--- config.mk ---
export PLATFORM = sky130hd
export DESIGN_NAME = mem_port_arbiter
export DESIGN_NICKNAME = d
export VERILOG_FILES = /design/src/rtl/mem_port_arbiter.sv
export SDC_FILE = /design/constraint.sdc
export NUM_CORES = 1
export LEC_CHECK = 0
export CAP_MARGIN = 10
export CORE_AREA = 2 2 105 107
export CTS_CLUSTER_DIAMETER = 30
export DETAILED_ROUTE_END_ITERATION = 7
export DIE_AREA = 0 0 107 109
export PLACE_DENSITY = 0.73
export SYNTH_ARGS = -nofsm -noshare
export SYNTH_HDL_FRONTEND = slang
export SYNTH_SLANG_ARGS = --single-unit
--- constraint.sdc ---
create_clock -name clk -period 2.13 [get_ports clk]
set_input_delay 0.213 -clock clk [delete_from_list [all_inputs] [get_ports clk]]
set_output_delay 0.213 -clock clk [all_outputs]
set_load 0.005 [all_outputs]
--- src/rtl/mem_port_arbiter.sv ---
// Single-port memory arbiter between instruction fetch (IF) and load/store (DM).
// DM has fixed priority; a starvation counter forces an IF grant after
// STARVE_MAX consecutive DM wins while IF waits. One read is outstanding at a
// time with a fixed read latency; writes complete in the issue cycle.
module mem_port_arbiter #(
  parameter int ADDR_W     = 32,
  parameter int DATA_W     = 32,
  parameter int MEM_LAT    = 2,
  parameter int STARVE_MAX = 4
) (
  input  logic              clk,
  input  logic              rst,
  input  logic              if_req,
  input  logic [ADDR_W-1:0] if_addr,
  output logic              if_ready,
  output logic              if_rvalid,
  output logic [DATA_W-1:0] if_rdata,
  input  logic              dm_req,
  input  logic              dm_we,
  input  logic [ADDR_W-1:0] dm_addr,
  input  logic [DATA_W-1:0] dm_wdata,
  output logic              dm_ready,
  output logic              dm_rvalid,
  output logic [DATA_W-1:0] dm_rdata,
  output logic              mem_en,
  output logic              mem_we,
  output logic [ADDR_W-1:0] mem_addr,
  output logic [DATA_W-1:0] mem_wdata,
  input  logic [DATA_W-1:0] mem_rdata,
  output logic              busy
);

  localparam int LAT_W = $clog2(MEM_LAT + 1);
  localparam int STV_W = $clog2(STARVE_MAX + 1);
  localparam logic [LAT_W-1:0] LAT_ONE  = LAT_W'(1);
  localparam logic [LAT_W-1:0] LAT_LOAD = LAT_W'(MEM_LAT);
  localparam logic [STV_W-1:0] STV_MAX  = STV_W'(STARVE_MAX);
  localparam logic [STV_W-1:0] STV_ONE  = STV_W'(1);

  typedef enum logic {IDLE, RD_WAIT} state_t;
  typedef enum logic {OWN_IF, OWN_DM} owner_t;

  state_t            state, state_nxt;
  owner_t            owner, owner_nxt;
  logic [LAT_W-1:0]  lat_cnt, lat_nxt;
  logic [STV_W-1:0]  starve_cnt, starve_nxt;

  logic ret_cyc;
  logic issue_win;
  logic force_if;
  logic grant_dm;
  logic grant_if;
  logic rd_issue;

  // Arbitration: the return cycle of a read doubles as an issue window.
  always_comb begin
    ret_cyc   = (state == RD_WAIT) && (lat_cnt == LAT_ONE);
    issue_win = (state == IDLE) || ret_cyc;
    force_if  = if_req && (starve_cnt == STV_MAX);
    grant_dm  = issue_win && dm_req && !force_if;
    grant_if  = issue_win && if_req && !grant_dm;
    rd_issue  = grant_if || (grant_dm && !dm_we);
  end

  // Next-state: latency countdown, read issue and starvation bookkeeping.
  always_comb begin
    state_nxt  = state;
    owner_nxt  = owner;
    lat_nxt    = lat_cnt;
    starve_nxt = starve_cnt;

    if (state == RD_WAIT) begin
      if (ret_cyc) begin
        state_nxt = IDLE;
        lat_nxt   = '0;
      end else begin
        lat_nxt = lat_cnt - LAT_ONE;
      end
    end

    if (rd_issue) begin
      state_nxt = RD_WAIT;
      owner_nxt = grant_dm ? OWN_DM : OWN_IF;
      lat_nxt   = LAT_LOAD;
    end

    if (grant_dm && if_req) begin
      if (starve_cnt != STV_MAX) begin
        starve_nxt = starve_cnt + STV_ONE;
      end
    end else if (grant_dm || grant_if) begin
      starve_nxt = '0;
    end
  end

  // Control registers; reset drops any read in flight.
  always_ff @(posedge clk) begin
    if (rst) begin
      state      <= IDLE;
      owner      <= OWN_IF;
      lat_cnt    <= '0;
      starve_cnt <= '0;
    end else begin
      state      <= state_nxt;
      owner      <= owner_nxt;
      lat_cnt    <= lat_nxt;
      starve_cnt <= starve_nxt;
    end
  end

  // Output drive: memory port from the winner, read data steered to the owner.
  always_comb begin
    if_ready  = 1'b0;
    dm_ready  = 1'b0;
    if_rvalid = 1'b0;
    dm_rvalid = 1'b0;
    if_rdata  = '0;
    dm_rdata  = '0;
    mem_en    = 1'b0;
    mem_we    = 1'b0;
    mem_addr  = '0;
    mem_wdata = '0;
    busy      = 1'b0;
    if (!rst) begin
      if_ready = grant_if;
      dm_ready = grant_dm;
      busy     = (state == RD_WAIT);
      if (grant_dm) begin
        mem_en    = 1'b1;
        mem_we    = dm_we;
        mem_addr  = dm_addr;
        mem_wdata = dm_wdata;
      end else if (grant_if) begin
        mem_en   = 1'b1;
        mem_addr = if_addr;
      end
      if (ret_cyc) begin
        if (owner == OWN_DM) begin
          dm_rvalid = 1'b1;
          dm_rdata  = mem_rdata;
        end else begin
          if_rvalid = 1'b1;
          if_rdata  = mem_rdata;
        end
      end
    end
  end

endmodule

=== Yosys cells after proc, flatten, opt, wreduce, memory -nomap -nowiden ===
Cells that the tools add are included.

* Output and inout bits: 135
* ROM bits: 0
* RAM bits: 0
* Flip-flop bits (word level): 7
* Bits in latches: 0
* Memories kept: 0
* Input port bits: 133
* Logic and storage cells: 65

* Bitwise logic cells: 1
* Div/mod/pow operators: 0
* Order comparisons: 0
* Reductions and logical operators: 18
* Add/sub/neg operators: 2
* $mul: 0
* Shift operators: 0
* Multiplexer cells: 35
* Equal/unequal tests: 4

{| class="wikitable"
|+ Operators by type and width
! kind !! count
|-
| two-way mux 32 bit || 11
|-
| two-way mux 1 bit || 18
|-
| two-way mux 3 bit || 3
|-
| logical AND 1 bit || 8
|-
| two-way mux 2 bit || 3
|-
| nonzero test 2 bit || 2
|-
| adder 3 x 1 -> 3 bit, second input constant || 1
|-
| equality test 3 bit, second input constant || 1
|-
| logical NOT 1 bit || 3
|-
| logical OR 1 bit || 3
|-
| inequality test 3 bit, second input constant || 1
|-
| equality test 2 x 1 -> 1 bit, second input constant || 1
|-
| inequality test 2 x 1 -> 1 bit, second input constant || 1
|-
| AND reduction 2 bit || 1
|-
| OR reduction 2 bit || 1
|-
| subtractor 2 x 1 -> 2 bit, second input constant || 1
|-
| inverter 1 bit || 1
|}

=== Depth between registers and ports, before layout ===
* Depth after elaboration: 10
* Mapped depth: 7
* Depth with buffers taken out: 5

=== Least setup slack after synthesis ===
Ideal clock, no wire load.

* Path kind: reg2out
* Start point: reg starve_cnt[0]
* End point: out mem_wdata[22]
* Arrival: 1358 ps
* Slack: 559 ps
* Path buffers: 1
* Stages on the path, launching flop included: 7
* Required time: 1917 ps
* Cells stage by stage: dfxtp_1 -> inv_1 -> ha_1 -> and3_4 -> nor4_4 -> buf_6 -> and2_1

* Cells in the longest elaborated chain, start to end: 6

{| class="wikitable"
|+ Ends and longest elaborated chain
! item !! line !! source
|-
| from (decl) || 46 || <nowiki>logic [STV_W-1:0] starve_cnt, starve_nxt;</nowiki>
|-
| from (signal assigned) || 107 || <nowiki>starve_cnt <= starve_nxt;</nowiki>
|-
| equality test 3 bit || 59 || <nowiki>force_if = if_req && (starve_cnt == STV_MAX);</nowiki>
|-
| logical AND 1 bit || 59 ||
|-
| logical NOT 1 bit || 60 || <nowiki>grant_dm = issue_win && dm_req && !force_if;</nowiki>
|-
| logical AND 1 bit || 60 ||
|-
| two-way mux 32 bit || 128 || <nowiki>if (grant_dm) begin</nowiki>
|-
| two-way mux 32 bit || 124 || <nowiki>if (!rst) begin</nowiki>
|-
| to (decl) || 28 || <nowiki>output logic [DATA_W-1:0] mem_wdata,</nowiki>
|}

Every way passes these cells.

=== Final worst setup path ===
* Start point: reg lat_cnt[0]
* End point: out dm_rdata[7]

* Cells in the longest elaborated chain, start to end: 4

{| class="wikitable"
|+ Ends and longest elaborated chain
! item !! line !! source
|-
| from (decl) || 45 || <nowiki>logic [LAT_W-1:0] lat_cnt, lat_nxt;</nowiki>
|-
| from (signal assigned) || 106 || <nowiki>lat_cnt <= lat_nxt;</nowiki>
|-
| equality test 2 x 1 -> 1 bit || 57 || <nowiki>ret_cyc = (state == RD_WAIT) && (lat_cnt == LAT_ONE);</nowiki>
|-
| logical AND 1 bit || 57 ||
|-
| two-way mux 32 bit || 137 || <nowiki>if (ret_cyc) begin</nowiki>
|-
| two-way mux 32 bit || 124 ||
|-
| to (decl) || 24 || <nowiki>output logic [DATA_W-1:0] dm_rdata,</nowiki>
|}

Every way passes these cells.

==> impl_metrics.csv <==
group,metric,value,unit
global_routing,grt_first_pass_wirelength,16.0,mm
power,peakVddDrop,0.000138,V
logic_synthesis,synth_top_family_by_area,"simple AND/OR/NAND/NOR gates",
floorplanning,coreArea,10600,sq um
routing,firstDrtPassIters,4,
place,io_buffers,267,
worst_setup_path,worstPathRequired,1920,ps
logic_synthesis,yosys_register_bits,7,
routing,wire_per_inst,16.5,um
finish,multi_input_area,1540,sq um
sta,slew_viol_final,0,
power,p_leak,2.14,nW
global_routing,gr-usage-all-layers,17.2,%
sta,max_freq,494,MHz
clock_network,path_clk_slew,40,ps
sta,skew,0.333,ps
finish,areaGrowthSynthToFinish,172,%
worst_setup_path,regToRegStartpoint,"starve_cnt[1]",
logic_synthesis,synth.area.mux_share,1.09,%
worst_hold_path,min_to,"starve_cnt[0]",
logic_synthesis,synth_edf_count,0,
clock_network,cts_buffers,3,
clock_network,cts_tree,"yes",
logic_synthesis,yosysWarnings,0,
finish,final-seq-area,145,sq um
logic_synthesis,synth_area,1830,sq um
routing,drc,0,
finish,drive_gt1_share,9.16,%
routing,wl,11.3,mm
logic_synthesis,synth-simple-area-share,64.5,%
worst_setup_path,reg2regPathDepth,6,
place,hpwl,8.62,mm
logic_synthesis,syn_nets,417,
worst_setup_path,regToRegEndpoint,"starve_cnt[1]",
clock_network,htree_levels,1,
floorplanning,boundaryPins,268,
worst_setup_path,arrival,1810,ps
sta,fin_crit_sh,95.1,%
worst_hold_path,min_path_cells,3,
routing,viasPerCell,4.71,
power,power_density,210,nW/um^2
floorplanning,initial_core_util,17.3,%
sta,setup_slack,105,ps
global_routing,grt-ovfl-total,0,
sta,setup_viol,0,
logic_synthesis,synth_xor_xnor_area_share,0,%
flow_run,drv_cap,0,
sta,final.min_clock_period,2020,ps
routing,ant_nets,0,
sta,final-hold-violation-count,0,
clock_network,cts_max_path_buffers,2,
routing,via_count,3236,
worst_hold_path,min_from,"rst",
finish,fill_cells,1063,
logic_synthesis,syn_inst,281,
global_routing,grt_max_degree,37,
worst_setup_path,slowest_delay,490,ps
finish,nets,683,
worst_setup_path,worst-setup-path-type,"flip-flop to output port",
logic_synthesis,async_flop_share,0,%
logic_synthesis,synth_area_leaders,"and2_1 33%, nand4_1 23%, a21oi_1 9.6%",
sta,slew_headroom,77.2,%
sta,rsz0062_at_grt,"no",
place,gp_congestion,0.791,
worst_setup_path,cp-end-kind,"output port",
floorplanning,num_rows,38,
worst_setup_path,slowest_stage,"clkdlybuf4s50_1",
logic_synthesis,synth_area_leader_cell,"and2_1",
logic_synthesis,synth_top_flop_cell,"dfxtp_1",
global_routing,antenna_found_initial,2,
place,placed_area,4720,sq um
worst_setup_path,r2r_slack,500,ps
clock_network,root_buffer,"clkbuf_8",
worst_setup_path,start_kind,"flip-flop",
finish,postLayoutCellArea,4970,sq um
logic_synthesis,synth_fa_ha_area_share,2.05,%
logic_synthesis,synth.avg_cell_area,6.52,sq um
worst_setup_path,cp_max_fo,16,
worst_hold_path,min_path_type,"input pin to flip-flop",
floorplanning,fp.dieH,109,um
clock_network,insertion_delay,230,ps
floorplanning,dieArea,11700,sq um
floorplanning,die-width,107,um
status,status,"completed",
worst_setup_path,crit_path_cell_trace,"ha_4 > and3_4 > clkbuf_16 > and2_1 > clkdlybuf4s50_1",
sta,worstMarginPinSlew,341,ps
routing,first_iter_violations,210,
place,dp_slack,-72.8,ps
logic_synthesis,ys_seq_area_share,7.65,%
clock_network,cts.sinks,7,
logic_synthesis,synth_compound_area_share,12.6,%
logic_synthesis,synth_cell_types,33,
logic_synthesis,yosysTopAreaCellShare,33.1,%
global_routing,grt_pass1_vias,3134,
-- cells in the mapped netlist, types with 2 or more instances --
master / count
and3_1: 2
clkbuf_1: 10
buf_6: 4
buf_4: 4
nor2b_1: 2
buf_1: 3
inv_1: 5
dfxtp_1: 7
nor2_1: 2
clkbuf_2: 4
ha_1: 3
nand4_1: 67
mux2i_1: 2
a21oi_1: 35
and2_1: 97
o21ai_0: 3
a31oi_1: 2
nor3_1: 2
buf_2: 12
nand3_1: 2
-- final cells by class --
cell class | count | share of cell area, %
Clock buffer | 4 | 0.906
Antenna cell | 1 | 0.0503
Timing Repair Buffer | 298 | 61.3
Tap cell | 140 | 3.52
Multi-Input combinational cell | 232 | 30.9
Sequential cell | 7 | 2.92
Inverter | 5 | 0.377
-- cells in the final DEF, fill, tap and decap left out, types with 3 or more instances in the layout --
cell type	n
buf_16	3
and3_4	3
and2_1	97
buf_4	14
clkdlybuf4s50_1	197
o21ai_0	3
dfxtp_1	5
buf_12	9
inv_1	5
clkbuf_8	3
nand4_1	67
a21oi_1	34
dlygate4sd2_1	67
-- flip-flops by register name, summed over array words and instances (netlist names) --
register	flops
starve_cnt	3
lat_cnt	2
state	1
owner	1
-- per-layer routing --
metal	part of all wire (%)	vias to the layer above	global-route usage (%)
li1	-	1540	-
met2	53	187	33.6
met1	36	1477	17.5
met5	0.11	-	0
met3	8.0	30	4.30
met4	3.2	2	6.77
-- how the worst max path moves through the flow --
stage                   from             to  slack, ps  cells after the start
2_1_floorplan  starve_cnt[0]  mem_wdata[22]        560                      6
3_3_place_gp          dm_req   mem_addr[25]        -30                      5
3_5_place_dp          if_req   mem_addr[10]        -70                      6
4_1_cts               dm_req         mem_en         30                      5
5_1_grt           lat_cnt[1]   if_rdata[30]          8                      6
6_report          lat_cnt[0]    dm_rdata[7]        110                      5
-- worst max-delay path: cells and delay by family, from the launching register on --
family | cells | cell delay [ps]
fa+ha+maj | 1 | 180
buf+inv | 2 | 660
flops | 1 | 380
simple gates | 2 | 360
-- logic make-up (layout without fill, tap and decap cells) --
kind of cell,count (synthesis),in the layout
other,0,1
and+or+nand+nor,184,184
adders and majority gates,3,3
muxes,2,2
AOI/OAI and AO/OA,43,43
buffers and inverters,42,307
DFF,7,7
-- report_power, final --
group / internal [mW] / switching [mW]
Sequential: 0.140 / 0.00761
Combinational: 0.448 / 0.260
Clock: 0.130 / 0.0609
-- what timing repair did --
action	in CTS	in global routing
hold buffers	0	0
gates resized for setup	85	10
setup endpoints to repair	69	66
cloned	4	2
setup buffers	4	0
pin swaps	7	0
-- through the flow --
step                instances  hold WS (ps)  utilization, %  setup TNS [ps]  total power, mW
floorplan                 281           327               -               0            0.368
global placement          672           481            44.5            -110            0.807
detailed placement        672           521            44.5           -1440            0.822
CTS                       684           458            46.1               0             1.05
global route              687           496            46.9               0             1.11
finish                    687           469            46.9               0             1.05
Power figures use the tool's default switching activity.
